$ cat src/rtl/serial_addsub_pkg.sv
// Shared types and constants for the bit-serial adder/subtractor.
package serial_addsub_pkg;

    typedef enum logic [1:0] {
        IDLE,
        SHIFT,
        DONE
    } state_t;

    localparam logic OP_ADD = 1'b0;
    localparam logic OP_SUB = 1'b1;

    // Bits needed to count 0..width-1.
    function automatic int cnt_width(input int width);
        return (width < 2) ? 1 : $clog2(width);
    endfunction

endpackage

$ cat src/rtl/serial_fa_cell.sv
// Combinational full-adder cell; the carry flop lives in the parent.
module serial_fa_cell (
    input  logic a,
    input  logic b,
    input  logic cin,
    output logic s,
    output logic cout
);

    assign s    = a ^ b ^ cin;
    assign cout = (a & b) | (a & cin) | (b & cin);

endmodule

$ cat src/rtl/serial_addsub.sv
// Bit-serial add/subtract, LSB first, one bit per clock with a start/busy/done handshake.
// Define SERIAL_ADDSUB_OVF_EN to compute the signed-overflow flag; otherwise ovf is tied to 0.
module serial_addsub
    import serial_addsub_pkg::*;
#(
    parameter int WIDTH = 8
) (
    input  logic             clk,
    input  logic             rst_n,
    input  logic             start,
    input  logic             op,
    input  logic [WIDTH-1:0] a,
    input  logic [WIDTH-1:0] b,
    output logic             busy,
    output logic             done,
    output logic [WIDTH-1:0] result,
    output logic             cout,
    output logic             ovf,
    output logic             s_bit,
    output logic             s_valid
);

    localparam int            CW   = cnt_width(WIDTH);
    localparam logic [CW-1:0] LAST = CW'(WIDTH - 1);

    state_t           state, state_next;
    logic [WIDTH-1:0] a_sr, b_sr;
    logic [CW-1:0]    cnt;
    logic             carry;
    logic             fa_s, fa_co;
    logic             load, last;

    serial_fa_cell u_fa (
        .a    (a_sr[0]),
        .b    (b_sr[0]),
        .cin  (carry),
        .s    (fa_s),
        .cout (fa_co)
    );

    assign last = (state == SHIFT) && (cnt == LAST);

    // NOTE: every output of this block gets a default first, so no path leaves a latch.
    always_comb begin
        state_next = state;
        load       = 1'b0;
        case (state)
            IDLE: begin
                if (start) begin
                    load       = 1'b1;
                    state_next = SHIFT;
                end
            end
            SHIFT: begin
                if (cnt == LAST) state_next = DONE;
            end
            DONE: begin
                if (start) begin
                    load       = 1'b1;
                    state_next = SHIFT;
                end else begin
                    state_next = IDLE;
                end
            end
            default: state_next = IDLE;
        endcase
    end

    // NOTE: sequential state uses non-blocking assignments so all flops update from pre-edge values.
    always_ff @(posedge clk or negedge rst_n) begin
        if (!rst_n) begin
            state <= IDLE;
        end else begin
            state <= state_next;
        end
    end

    // A's vacated MSBs collect the sum bits, so it ends up holding the result word.
    always_ff @(posedge clk or negedge rst_n) begin
        if (!rst_n) begin
            a_sr   <= '0;
            b_sr   <= '0;
            carry  <= 1'b0;
            cnt    <= '0;
            result <= '0;
            cout   <= 1'b0;
        end else begin
            if (load) begin
                a_sr  <= a;
                b_sr  <= (op == OP_SUB) ? ~b : b;
                carry <= op;
                cnt   <= '0;
            end else if (state == SHIFT) begin
                a_sr  <= {fa_s, a_sr[WIDTH-1:1]};
                b_sr  <= b_sr >> 1;
                carry <= fa_co;
                cnt   <= cnt + 1'b1;
            end
            if (last) begin
                result <= {fa_s, a_sr[WIDTH-1:1]};
                cout   <= fa_co;
            end
        end
    end

`ifdef SERIAL_ADDSUB_OVF_EN
    // During the last cycle the carry register holds the carry into the MSB.
    logic ovf_q;
    always_ff @(posedge clk or negedge rst_n) begin
        if (!rst_n) begin
            ovf_q <= 1'b0;
        end else if (last) begin
            ovf_q <= carry ^ fa_co;
        end
    end
    assign ovf = ovf_q;
`else
    assign ovf = 1'b0;
`endif

    assign busy    = (state == SHIFT);
    assign done    = (state == DONE);
    assign s_valid = busy;
    assign s_bit   = busy & fa_s;

endmodule

$ cat config.mk
export PLATFORM = sky130hd
export DESIGN_NAME = serial_addsub
export DESIGN_NICKNAME = d
export VERILOG_FILES = /design/src/rtl/serial_addsub_pkg.sv /design/src/rtl/serial_fa_cell.sv /design/src/rtl/serial_addsub.sv
export SDC_FILE = /design/constraint.sdc
export NUM_CORES = 1
export LEC_CHECK = 0
export CAP_MARGIN = 20
export CORE_MARGIN = 3
export CORE_UTILIZATION = 30
export CTS_BUF_LIST = sky130_fd_sc_hd__clkbuf_8
export DETAILED_ROUTE_END_ITERATION = 8
export DONT_BUFFER_PORTS = 1
export GPL_TIMING_DRIVEN = 0
export SYNTH_ARGS = -nofsm -noshare
export SYNTH_HDL_FRONTEND = slang
export SYNTH_SLANG_ARGS = --single-unit
$ cat constraint.sdc
create_clock -name clk -period 3.1 [get_ports clk]
set_input_delay 0.775 -clock clk [delete_from_list [all_inputs] [get_ports clk]]
set_output_delay 0.775 -clock clk [all_outputs]
set_load 0.02 [all_outputs]
### Yosys cells after proc, flatten, opt, wreduce, memory -nomap -nowiden

Index checks and enable logic that the tools add are counted.

| storage, ports and cells | value |
|---|---|
| register bits after elaboration | 31 |
| logic and storage cells | 42 |

| cells by class | value |
|---|---|
| equal/unequal tests | 5 |
| bitwise logic cells | 9 |
| muxes and demuxes | 15 |
| reduce and logical (&&, ||, !) cells | 5 |
| add/sub/neg operators | 1 |

Operator list:

| kind | number |
|---|---|
| $mux 8 | 5 |
| $not 8->8 | 1 |
| $mux 3 | 2 |
| $pmux 2 s3 | 1 |
| $mux 1 | 5 |
| $and 1x1->1 | 4 |
| $mux 2 | 2 |
| $add 3x1->3 const B | 1 |
| $eq 3x3->1 const B | 1 |
| $eq 2x1->1 const B | 1 |
| $eq 2x2->1 const B | 1 |
| $logic_not 2->1 | 1 |
| $ne 2x1->1 const B | 1 |
| $ne 2x2->1 const B | 1 |
| $or 1x1->1 | 2 |
| $reduce_and 2->1 | 1 |
| $reduce_bool 2->1 | 1 |
| $reduce_or 2->1 | 1 |
| $xor 1x1->1 | 2 |
| $logic_and 1x1->1 | 1 |

### Logic depth before layout (Yosys ltp)

| depth | value |
|---|---|
| depth in word-level cells | 5 |
| gate-level depth with buffers | 5 |

### Modules after synthesis

From an unflattened synthesis, not the netlist that was laid out.

| second synthesis, totals | value |
|---|---|
| cell total of the unflattened synthesis | 114 |
| area total of the unflattened synthesis | 1427.6 µm² |

Modules (own cells, without submodules):

| module | cells each | instances | area an instance (µm²) |
|---|---|---|---|
| serial_addsub | 113 | 1 | 1407.6 |
| serial_fa_cell | 1 | 1 | 20.0 |

### Worst setup path before layout

Ideal clock, no wire load.

| timing path | value |
|---|---|
| path type | register -> output |
| start | register carry |
| end | output port s_bit |
| arrival time | 1.155 ns |
| stages on the path, launching flop included | 3 |
| slack | 1.170 ns |
| cell sequence | dfrtp_1 -> fa_1 -> and2_1 |

| on the way | value |
|---|---|
| longest elaborated chain between the ends | 2 |

Ends and longest elaborated chain:

| item | RTL line | RTL |
|---|---|---|
| start, declared | serial_addsub.sv:29 | `logic carry;` |
| start signal, assigned | serial_addsub.sv:91 | `carry <= op;` |
| start signal, assigned | serial_addsub.sv:96 | `carry <= fa_co;` |
| $xor 1x1->1 | serial_fa_cell.sv:10 | `assign s = a ^ b ^ cin;` |
| via fa_s | serial_addsub.sv:30 | `logic fa_s, fa_co;` |
| $and 1x1->1 | serial_addsub.sv:124 | `assign s_bit = busy & fa_s;` |
| end, declared | serial_addsub.sv:19 | `output logic s_bit,` |

The timed path passes the listed nets, and every way through them passes these cells.

### Final worst setup path

Same ends and word-level chain as after synthesis.

==> impl_metrics.toml <==
[clock_network]
hold_buffers = 0
cts.sinks = 31
cts_setup_buffers = 0
cts_tree = "done"
cts_root_buf = "clkbuf_8"
cts-buffers-inserted = 5
insertion_delay_ns = 0.27
cts_buffer_depth = 2
path_clk_slew_ns = 0.06
post_cts_resized = 0
cts_max_level = 2

[synthesis]
yosysUniqueCellTypes = 26
synth.avg_cell_area_um2 = 12.5
synthArstFlopShare_pct = 100
synthFlopType = "dfrtp_1"
ys_ff_latch = 31
synth-seq-area-share_pct = 54.3
netlist_instances = 114
synth_most_common_cell = "dfrtp_1"
synthDominantCellAreaShare_pct = 54.3
synth_warnings = 0
synth_area_leaders = "dfrtp_1 54%, mux2_2 7.9%, a221o_1 5.6%, mux2i_1 4.9%, xnor2_1 4.3%"
synthTopCellsByCount = "31 x dfrtp_1, 10 x mux2_2, 8 x a221o_1, 8 x o21ai_0"
yosysTopAreaCell = "dfrtp_1"
synth_nets = 137
synth_edf_count = 0
synth_area_um2 = 1430

[global_routing]
grt_pass1_wl_mm = 4.50
grt_usage_pct = 11.0
antenna_found_initial = 0
grt_max_degree = 32
grt_pass1_vias = 922
grt-ovfl-total = 0

[routing]
viasPerCell = 4.87
routedWlPerCell_um = 15.6
drc = 0
drt_iter0_markers = 41
vias = 843
drt_pre_antenna_iters = 4
wl_mm = 2.70
ant_nets = 0

[final_layout]
drive_gt1_share_pct = 23.1
fin_nets = 144
fin_cells = 173
fillers = 441
n_antenna_cell = 0
areaGrowthSynthToFinish_pct = 10.7

[floorplan]
die-area_um2 = 5620
dieHeight_um = 75.0
dieWidth_um = 75.0
row_count = 24
core_um2 = 4470
ios = 34
initial_core_util_pct = 31.9

[placement]
dp.cells = 166
hpwl_mm = 2.04
port_buffers = 0
gp_congestion = 0.746

[pwr]
seqPwrFrac_pct = 45.7
p_per_area_nw_per_um2 = 1120
power.internal_w = 0.00112
p_leak_nw = 0.731
ir_worst_vdd_mv = 0.275
p_clk_share_pct = 17.2
switching_share_pct = 36.9
p_switching_w = 0.000655
pwr-share-comb_pct = 37.1
power.total_w = 0.00178

[critical_path]
start_kind = "register"
critPathKind = "register to output pin"
cp.arrival_ns = 1.50
cp_max_fo = 2
rr_worst_depth = 3
worst_ep_required_time_ns = 2.32
critPathCaptureType = "output pin"

[timing]
min_period_ns = 2.27
finalSetupViolations = 0
fin_tns_setup_ns = 0
skew_ns = 0.00397
max_freq_mhz = 440
rsz0062_at_grt = "no"
hold_viol = 0
fin_crit_sh_pct = 73.4
drv_slew = 0

[run]
cap_viol_max_count = 0

[worst_hold_path]
min_path_type = "primary input to asynchronous set/reset pin"

[outcome]
outcome = "finished, final reports clean"
-- registers in the layout, indices dropped and copies added, names as in the netlist --
name and cells:
state 2, cout 1, result 8, b_sr 8
carry 1, cnt 3, a_sr 8
-- metrics by stage --
step | instance area, µm² | utilization (%) | hold slack (ns) | setup slack (ns)
floorplan | 1430 | - | 0.470 | 1.17
global placement | 1490 | 33.4 | 0.480 | 1.11
detailed placement | 1490 | 33.4 | 0.480 | 1.10
CTS | 1580 | 35.3 | 0.186 | 0.803
global route | 1580 | 35.3 | 0.173 | 0.756
finish | 1580 | 35.3 | 0.195 | 0.825
-- metal layers --
metal | vias up | track usage (%) | share of wire, %
li1 | 403 | - | -
met1 | 406 | 14.1 | 43
met2 | 30 | 16.0 | 46
met3 | 4 | 4.54 | 8.8
met4 | 0 | 5.34 | 1.7
met5 | - | 0 | 0
-- power groups by stage --
| stage | Combinational (W) | Sequential [W] | Clock [W] |
|---|---|---|---|
| floorplan | 0.000566 | 0.000777 | 0 |
| global placement | 0.000640 | 0.000812 | 0 |
| detailed placement | 0.000667 | 0.000822 | 0 |
| CTS | 0.000671 | 0.000816 | 0.000319 |
| global route | 0.000741 | 0.000839 | 0.000339 |
| finish | 0.000659 | 0.000811 | 0.000306 |
-- cell type report --
| class | instances | area (µm²) | area share [%] |
|---|---|---|---|
| flip-flops and latches | 31 | 776 | 49.1 |
| multi-input cells | 71 | 573 | 36.3 |
| clock buffers | 6 | 82.6 | 5.23 |
| plain buffers | 10 | 71.3 | 4.51 |
| well taps | 52 | 65.1 | 4.12 |
| inverters | 2 | 7.51 | 0.475 |
| clock inverters | 1 | 5.00 | 0.317 |
-- cells in the final DEF (no fill, tap or decap), drive strengths merged, types with 2 or more instances in the layout --
master / count
a221o: 8
a22o: 4
buf: 9
clkbuf: 7
dfrtp: 31
ha: 2
inv: 2
mux2: 10
mux2i: 7
nand2: 8
nor2: 8
nor2b: 3
o21ai: 8
xnor2: 7
-- path summary, 6_finish.rpt --
kind	end	start	slack [ns]
max	s_bit	carry	0.83
min	result[5]	rst_n	0.19
max reg2reg	a_sr[7]	carry	1.58
min reg2reg	b_sr[7]	b_sr[7]	0.51
max in group asynchronous	state[0]	rst_n	2.82
min in group clk	b_sr[7]	b_sr[7]	0.51
-- worst max-delay path: stages (launching register included) --
cell,delay [ns]
dfrtp_1,0.40
fa_1,0.56
and2_1,0.27
-- cells by family (layout without fill, tap and decap cells) --
family | after synthesis | after routing | share of synthesized area [%]
simple gates | 21 | 21 | 7.63
xor+xnor | 8 | 8 | 4.91
buf+inv | 12 | 19 | 5.52
fa+ha+maj | 3 | 3 | 3.15
compound gates | 21 | 21 | 11.4
other cells | 1 | 1 | 0.263
flops | 31 | 31 | 54.3
mux | 17 | 17 | 12.8
Note: power is estimated with default switching activity, not from simulation.
